--- config.mk ---
export PLATFORM = sky130hd
export DESIGN_NAME = red_arbiter
export DESIGN_NICKNAME = d
export VERILOG_FILES = /design/src/rtl/red_ctrl_pkg.sv /design/src/rtl/RED_16b.sv /design/src/rtl/red_arbiter.sv
export SDC_FILE = /design/constraint.sdc
export NUM_CORES = 1
export LEC_CHECK = 0
export CAP_MARGIN = 5
export CORE_UTILIZATION = 45
export DETAILED_ROUTE_END_ITERATION = 16
export GPL_ROUTABILITY_DRIVEN = 0
export PLACE_DENSITY_LB_ADDON = 0.15
export SETUP_SLACK_MARGIN = 0.02
export SYNTH_ARGS = -nofsm -noshare
export SYNTH_HDL_FRONTEND = slang
export SYNTH_SLANG_ARGS = --single-unit
--- constraint.sdc ---
create_clock -name clk -period 8.67 [get_ports clk]
set_input_delay 1.734 -clock clk [delete_from_list [all_inputs] [get_ports clk]]
set_output_delay 1.734 -clock clk [all_outputs]
set_load 0.02 [all_outputs]
--- src/rtl/red_ctrl_pkg.sv ---
// Shared control types for the two-requester reduction arbiter.
// Latency: n/a (types and constants only).
// Backpressure: n/a.
package red_ctrl_pkg;

  localparam int DATA_W = 16;
  localparam int ID_W   = 1;
  localparam int CNT_W  = 4;

  typedef logic [ID_W-1:0] req_id_t;

  typedef enum logic [1:0] {
    ST_IDLE = 2'd0,
    ST_EXEC = 2'd1,
    ST_RESP = 2'd2
  } state_t;

  // Operand pair captured from the winning requester
  typedef struct packed {
    logic [DATA_W-1:0] a;
    logic [DATA_W-1:0] b;
  } op_t;

endpackage

--- src/rtl/RED_16b.sv ---
// Reduction datapath: sums the eight nibbles of a and b into a 7-bit signed accumulator.
// Latency: combinational.
// Backpressure: none; the caller holds the operands stable.
module RED_16b (
  input  logic [15:0] a_i,
  input  logic [15:0] b_i,
  output logic [15:0] y_o
);

  logic [6:0] acc;

  // Accumulate nibbles in 7 bits, then sign-extend the accumulator to 16 bits
  always_comb begin
    acc = '0;
    for (int i = 0; i < 4; i++) begin
      acc = acc + 7'(a_i[4*i +: 4]) + 7'(b_i[4*i +: 4]);
    end
    y_o = {{9{acc[6]}}, acc};
  end

endmodule

--- src/rtl/red_arbiter.sv ---
// Round-robin arbiter sharing one RED_16b datapath between two requesters.
// Latency: EXEC_CYCLES+1 cycles from the sampling edge to the done pulse.
// Backpressure: requests are ignored while busy; a held request is re-arbitrated in IDLE.
module red_arbiter
  import red_ctrl_pkg::*;
#(
  parameter int EXEC_CYCLES = 2
) (
  input  logic        clk,
  input  logic        rst,
  input  logic        req0,
  input  logic        req1,
  input  logic [15:0] opA0,
  input  logic [15:0] opB0,
  input  logic [15:0] opA1,
  input  logic [15:0] opB1,
  output logic        gnt0,
  output logic        gnt1,
  output logic        done0,
  output logic        done1,
  output logic [15:0] res,
  output logic        busy
);

  localparam logic [CNT_W-1:0] CNT_LOAD = CNT_W'(EXEC_CYCLES - 1);

  state_t            state_q, state_d;
  logic [CNT_W-1:0]  cnt_q;
  req_id_t           ptr_q;   // requester favoured on a tie
  req_id_t           id_q;    // requester owning the in-flight operation
  req_id_t           win_id;
  op_t               op_q;
  logic [1:0]        gnt_q;
  logic [DATA_W-1:0] res_q;
  logic [DATA_W-1:0] red_y;
  logic              any_req;
  logic              last_exec;

  assign any_req   = req0 | req1;
  assign last_exec = (cnt_q == '0);

  // Winner selection: a sole requester wins, a tie goes to the pointer
  always_comb begin
    win_id = '0;
    if (req0 && req1) begin
      win_id = ptr_q;
    end else if (req1) begin
      win_id = req_id_t'(1);
    end
  end

  RED_16b u_red (
    .a_i (op_q.a),
    .b_i (op_q.b),
    .y_o (red_y)
  );

  // State register
  always_ff @(posedge clk) begin
    if (rst) state_q <= ST_IDLE;
    else     state_q <= state_d;
  end

  // Next-state logic: RESP always returns to IDLE so a held request waits one idle cycle
  always_comb begin
    state_d = state_q;
    case (state_q)
      ST_IDLE: if (any_req)   state_d = ST_EXEC;
      ST_EXEC: if (last_exec) state_d = ST_RESP;
      ST_RESP: state_d = ST_IDLE;
      default: state_d = ST_IDLE;
    endcase
  end

  // Operand capture, EXEC down-counter, round-robin pointer, grant pulse and result register
  always_ff @(posedge clk) begin
    if (rst) begin
      cnt_q <= '0;
      ptr_q <= '0;
      id_q  <= '0;
      op_q  <= '0;
      gnt_q <= '0;
      res_q <= '0;
    end else begin
      gnt_q <= '0;
      case (state_q)
        ST_IDLE: begin
          if (any_req) begin
            id_q  <= win_id;
            op_q  <= (win_id != '0) ? op_t'{a: opA1, b: opB1} : op_t'{a: opA0, b: opB0};
            cnt_q <= CNT_LOAD;
            ptr_q <= ~win_id;
            gnt_q <= (win_id != '0) ? 2'b10 : 2'b01;
          end
        end
        ST_EXEC: begin
          if (last_exec) res_q <= red_y;
          else           cnt_q <= cnt_q - 1'b1;
        end
        default: ;
      endcase
    end
  end

  // Outputs decoded from state and the owning requester id
  always_comb begin
    busy  = (state_q != ST_IDLE);
    gnt0  = gnt_q[0];
    gnt1  = gnt_q[1];
    done0 = (state_q == ST_RESP) && (id_q == '0);
    done1 = (state_q == ST_RESP) && (id_q != '0);
    res   = res_q;
  end

endmodule

==> qor.txt, run 1 <==
Hold-fix buffers, CTS = 0
Hold_sp = op_q[25]
Multi-input gate area = 1490 um^2
Boundary pin count = 89
Status = finished clean
Clock Pin Slew Worst Setup and Hold Paths = 0.08 ns
Top FF cell, synth = dfxtp_1
DRT iter0 DRCs = 150
Crit path max fanout = 2
Syn avg cell area = 9.59 um^2
DIE WIDTH = 80.9 um
HP Class = reg -> reg
Leakage = 0.00169 uW
Synth-to-layout area growth = 33.2%
PostCTS Resize Cnt = 0
Total grt overflow = 0
Hpwl dp = 4770 um
Initial Utilization = 47.0%
Die Y-Extent = 80.9 um
Nets = 469
Fill cell count = 536
Setup crit end kind = flip-flop
Avg WL per Cell = 13.9 um
Register area share after synthesis = 35.0%
Critical-path cell list = ha_1 -> inv_1 -> fa_1 -> xor2_1 -> fa_1 -> fa_1 -> fa_1 -> inv_1 -> fa_1 -> fa_1 -> a21o_1 -> a21oi_1 -> nor4_1 -> a311o_1
Hold Fails Final Rpt = 0
Largest net degree at the start of global routing = 32
Drc violations = 0
Tcrit/Tclk final = 52.6%
Routed Antenna Nets = 0
Clock Tree Buf Depth = 2
Max incr delay on CP = 0.54 ns
Worst-skew pair later-pin latency = 0.30 ns
Buffers added on ports = 88
RR Startpoint = op_q[0]
CP dominant cell by count = fa_1
Final wirelength = 6110 um
Root Buffer = clkbuf_8
Clock period minus final worst setup slack = 4.56 ns
WP data arrival = 4.76 ns
Cell variety after synth = 46
Rows = 28
H-tree Lvls = 2
Skew final = 0.00473 ns
#FFs+latches synth = 49
Vias in the first global route = 2249
Worst-Margin Slew = 0.940 ns
Setup Total Neg Slack = 0 ns
Ys async rst share = 0%
Worst R2R Path Depth = 14
N_diodes = 0
Final instance area = 3730 um^2
Initial antenna violation count = 0
Layout cells sized above 1 = 3.84%
Startpoint types = flip-flop
RSZ-0062 raised after global routing = false
Critical path data required time = 8.87 ns
Hold Path End = op_q[25]
Rel. slew slack = 37.4%
Sink Count = 49
Ys Warns = 0
Worst VDD drop = 0.118 mV
Synthesized area = 2800 um^2
Gate Count Post-Synth = 292
Register area = 981 um^2
Total Routing Usage GR = 20.7%
Die area = 6540 um^2
EDFF count, synth = 0
PwrDens = 223 nW/um^2
Max-Cap Viols = 0
CTS buffer count = 5
Core area = 5960 um^2
TritonRoute pass-1 iters = 8
Setup violations, final = 0
FMAX = 219 MHz
Vias/cell = 5.28
Worst hold path cell count = 2
Worst R2R End = res[5]
Setup bufs post-CTS = 0
Setup Crit Path Kind = reg -> reg
Synth Net Count = 396
TritonCTS clock tree = yes
First-pass GRT wire length = 10300 um
CP max stage cell = fa_1
Vias = 2322
Pins Over Slew Limit = 0
FF-to-FF setup slack = 4.11 ns
DP Area = 3640 um^2
how the worst max path moves through the flow:
| stage | from | depth (start not counted) | slack (ns) | to |
|---|---|---|---|---|
| final | op_q[0] | 14 | 4.11 | res[5] |
| after floorplan | op_q[0] | 14 | 4.30 | res[5] |
| after CTS | op_q[0] | 14 | 4.10 | res[5] |
| after global placement | op_q[0] | 14 | 4.19 | res[5] |
| after detailed placement | op_q[0] | 14 | 4.11 | res[5] |
| after global routing | op_q[0] | 16 | 3.94 | res[5] |
registers in the layout, indices dropped and copies added, names as in the netlist:
name     flops
gnt_q        2
op_q        32
ptr_q        1
state_q      2
res          7
id_q         1
cnt_q        4
stage by stage:
| stage | total power (uW) | setup WS [ns] | utilization, % | instances | hold WS, ns |
|---|---|---|---|---|---|
| after floorplan | 584 | 4.30 | - | 292 | 0.416 |
| after CTS | 842 | 4.10 | 62.6 | 440 | 0.445 |
| after global routing | 908 | 3.94 | 62.6 | 440 | 0.472 |
| after global placement | 689 | 4.19 | 61.2 | 433 | 0.429 |
| after detailed placement | 701 | 4.11 | 61.2 | 433 | 0.434 |
| final | 831 | 4.11 | 62.6 | 440 | 0.443 |
power breakdown:
part | leakage, uW | switching [uW] | total, uW | internal [uW]
Sequential | 0.000403 | 24.0 | 284 | 260
Combinational | 0.00124 | 216 | 412 | 197
Clock | 0.0000443 | 71.4 | 135 | 63.4
Total | 0.00169 | 311 | 831 | 520
per-layer routing:
| metal | wire length, um | global-route usage, % | up-vias |
|---|---|---|---|
| met5 | 0 | 0 | - |
| met4 | 78 | 5.89 | 0 |
| met3 | 306 | 4.38 | 7 |
| met2 | 3120 | 37.9 | 67 |
| met1 | 2600 | 24.2 | 1098 |
| li1 | - | - | 1150 |
synth_stat cells, types with 4 or more instances:
| cell type | n | area share (%) |
|---|---|---|
| nor4_1 | 4 | 0.89 |
| a22oi_1 | 12 | 3.2 |
| nand2b_1 | 5 | 1.1 |
| nor2_1 | 8 | 1.1 |
| a21o_1 | 5 | 1.3 |
| a222oi_1 | 20 | 7.1 |
| dfxtp_1 | 49 | 35 |
| and3_1 | 4 | 0.89 |
| inv_1 | 51 | 6.8 |
| ha_1 | 17 | 7.6 |
| fa_1 | 19 | 14 |
| nand2_1 | 26 | 3.5 |
| o21ai_0 | 8 | 1.4 |
| a21oi_1 | 6 | 1.1 |
| clkbuf_1 | 4 | 0.54 |
| buf_2 | 9 | 1.6 |
| buf_4 | 9 | 2.4 |
layout by cell type, fill, tap and decap left out, drive strengths merged, types with 2 or more instances in the layout:
cell type	netlist	routed
nor2	10	10
ha	17	17
a21oi	7	7
nand2b	6	6
a22oi	12	12
mux2i	2	2
and3	4	4
clkbuf	4	7
nand2	26	26
a222oi	20	20
and4	4	4
xor2	2	2
o21ai	8	8
a211oi	2	2
clkdlybuf4s50	0	88
inv	52	52
fa	19	19
a21o	5	5
dfxtp	49	49
nor3b	3	3
nor4	4	4
a311o	2	2
final cells by class:
| cell class | instances | area share, % |
|---|---|---|
| Multi-Input combinational cell | 168 | 39.8 |
| Sequential cell | 49 | 26.3 |
| Timing Repair Buffer | 89 | 23.8 |
| Inverter | 52 | 5.23 |
| Tap cell | 75 | 2.52 |
| Clock buffer | 7 | 2.31 |
critical path: cells and delay by family, from the launching register on:
family | cells | cell delay, ns
compound gates | 3 | 0.71
xor+xnor | 1 | 0.19
fa+ha+maj | 7 | 3.04
buf+inv | 2 | 0.10
flops | 1 | 0.34
simple gates | 1 | 0.07
logic make-up (layout without fill, tap and decap cells):
family / count (synthesis) / count (layout) / share of synthesized area, %
adders and majority gates: 36 / 36 / 21.2
muxes: 2 / 2 / 0.715
and+or+nand+nor: 64 / 64 / 12.4
xor gates and xnor gates: 3 / 3 / 0.938
buffers and inverters: 75 / 148 / 11.9
AOI/OAI and AO/OA: 63 / 63 / 17.8
DFF: 49 / 49 / 35.0
(Power assumes the default switching activity.)
==> inputs of run 2 (changes only) <==
Clock period 8.67 ns to 4.2 ns, I/O delays scaled along.
==> run 2 against run 1 <==
Net effect: the run now ends with setup timing left; critical path depth unchanged; global-route usage rose by 0.61 points; register-to-register slack lost 4.2 ns; via count grew 3.2%; non-clock buffer count is 9 higher; cell area rose by 4.5%; fmax increased by 5.3%; setup slack got worse by 4.2 ns; clock skew up 0.0021 ns; clock power rose by 100%; wire length increased by 6.0%; total power up 140%.
==> qor.txt, run 2 (synthesis results as in run 1) <==
Setup violations, final = 2 (was 0)
Critical path data required time = 4.39 ns (was 8.87 ns)
Skew final = 0.00678 ns (was 0.00473 ns)
Vias = 2396 (was 2322)
Final wirelength = 6470 um (was 6110 um)
Clock period minus final worst setup slack = 4.34 ns (was 4.56 ns)
Commonest non-fill, non-tap cell in the layout = clkdlybuf4s50_1 (unchanged)
Avg WL per Cell = 14.4 um (was 13.9 um)
Leakage = 0.00173 uW (was 0.00169 uW)
H-tree Lvls = 2 (unchanged)
Top reg by flops = op_q (unchanged)
Setup crit end kind = flip-flop (unchanged)
Worst VDD drop = 0.427 mV (was 0.118 mV)
Core area = 5960 um^2 (unchanged)
Pre-CTS setup slack = -0.199 ns (was 4.11 ns)
DRT iter0 DRCs = 143 (was 150)
Status = complete, but fails checks (was finished clean)
Top Layer Used = met4 (unchanged)
Initial Utilization = 47.0% (unchanged)
Layout cells sized above 1 = 11.2% (was 3.84%)
First-pass GRT wire length = 10600 um (was 10300 um)
Die Y-Extent = 80.9 um (unchanged)
Total grt overflow = 0 (unchanged)
Most frequent cells in the layout = 88 x clkdlybuf4s50_1, 49 x inv_1, 45 x dfxtp_1 (was 88 x clkdlybuf4s50_1, 51 x inv_1, 49 x dfxtp_1)
Setup Crit Path Kind = reg -> reg (unchanged)
PwrDens = 513 nW/um^2 (was 223 nW/um^2)
Largest register FFs = 32 (unchanged)
RSZ-0062 raised after global routing = true (was false)
Nets = 478 (was 469)
N_diodes = 0 (unchanged)
Total Routing Usage GR = 21.3% (was 20.7%)
Boundary pin count = 89 (unchanged)
Vias in the first global route = 2305 (was 2249)
Failing checks = setup timing
Worst-skew pair later-pin latency = 0.30 ns (about the same)
Final WS setup = -0.136 ns (was 4.11 ns)
CTS buffer count = 5 (unchanged)
DIE WIDTH = 80.9 um (unchanged)
TritonCTS clock tree = yes (unchanged)
DP Area = 3720 um^2 (was 3640 um^2)
Rows = 28 (unchanged)
Pins Over Slew Limit = 0 (unchanged)
TritonRoute pass-1 iters = 7 (was 8)
HP Class = reg -> reg (unchanged)
Met3 routed WL = 287 um (was 306 um)
Buffers added on ports = 88 (unchanged)
Synth-to-layout area growth = 39.2% (was 33.2%)
Sink Count = 49 (unchanged)
Hold Fails Final Rpt = 0 (unchanged)
Die area = 6540 um^2 (unchanged)
Vias/cell = 5.32 (was 5.28)
Largest net degree at the start of global routing = 26 (was 32)
Drc violations = 0 (unchanged)
Clock Pin Slew Worst Setup and Hold Paths = 0.09 ns (was 0.08 ns)
Initial antenna violation count = 0 (unchanged)
M1 WL = 2760 um (was 2600 um)
WP data arrival = 4.52 ns (was 4.76 ns)
Tcrit/Tclk final = 103% (was 52.6%)
Max-Cap Viols = 0 (unchanged)
Met2 routed WL = 3370 um (was 3120 um)
FMAX = 231 MHz (was 219 MHz)
Hpwl dp = 5020 um (was 4770 um)
Startpoint types = flip-flop (unchanged)
Worst-Margin Slew = 0.499 ns (was 0.940 ns)
Clock Tree Buf Depth = 2 (unchanged)
Rel. slew slack = 66.7% (was 37.4%)
Routed Antenna Nets = 0 (unchanged)
Root Buffer = clkbuf_8 (unchanged)
Crit path max fanout = 2 (unchanged)
Tot Pwr = 2000 uW (was 831 uW)
Final instance area = 3900 um^2 (was 3730 um^2)
-- run 2: cell count changes in the layout (fill, tap and decap cells not counted), sizes merged --
cell,before,now
buf,1,10
clkinvlp,0,1
-- run 2: worst paths after layout --
path / startpoint / to / slack [ns] / depth (start not counted)
max reg2reg: op_q[16] / res[5] / -0.14 / 14
max: op_q[16] / res[5] / -0.14 / 14
min: op_q[8] / op_q[8] / 0.44 / 2
min reg2reg: op_q[8] / op_q[8] / 0.44 / 2
-- run 2: metrics by stage --
step / cells / util (%) / hold slack [ns] / TNS [ns]
6_report: 450 / 65.5 / 0.440 / -0.139
3_5_place_dp: 441 / 62.5 / 0.431 / -0.482
5_1_grt: 450 / 65.5 / 0.463 / -0.534
3_3_place_gp: 441 / 62.5 / 0.428 / -0.111
2_1_floorplan: 292 / - / 0.416 / -0.00967
4_1_cts: 449 / 64.6 / 0.444 / -0.522
-- run 2: what timing repair did --
action                                  in CTS  in global routing
cloned                                       0                  0
hold buffers                                 0                  0
pin swaps                                   19                 18
gates resized for setup                     10                  9
endpoints found under the setup margin       3                  4
setup buffers                                0                  1
-- run 2: power by group --
group | switching (uW) | internal (uW) | leakage, uW
Clock | 157 | 118 | 0.0000385
Sequential | 52.1 | 538 | 0.000404
Combinational | 539 | 596 | 0.00128
-- run 2: area by class of cell --
type / count / area [um^2]
Clock buffer: 7 / 76.3
Clock inverter: 1 / 7.51
Fill cell: 524 / 2060
Inverter: 52 / 195
Multi-Input combinational cell: 168 / 1580
Sequential cell: 49 / 986
Tap cell: 75 / 93.8
Timing Repair Buffer: 98 / 960
-- run 2: layer usage --
metal	vias to the layer above	global-route usage, %
met5	-	0
met4	0	4.82
met3	5	3.93
met2	61	39.3
met1	1166	25.5
li1	1164	-
-- run 2: worst max-delay path, stage by stage (launching register included) --
cell and delay, ns:
dfxtp_2 0.37, ha_4 0.14, inv_2 0.03, fa_2 0.36, xor2_2 0.16, fa_1 0.51, fa_1 0.44, fa_1 0.51
inv_1 0.05, fa_1 0.48, fa_2 0.37, a21o_1 0.21, a21oi_2 0.19, nor4_2 0.06, a311o_1 0.33
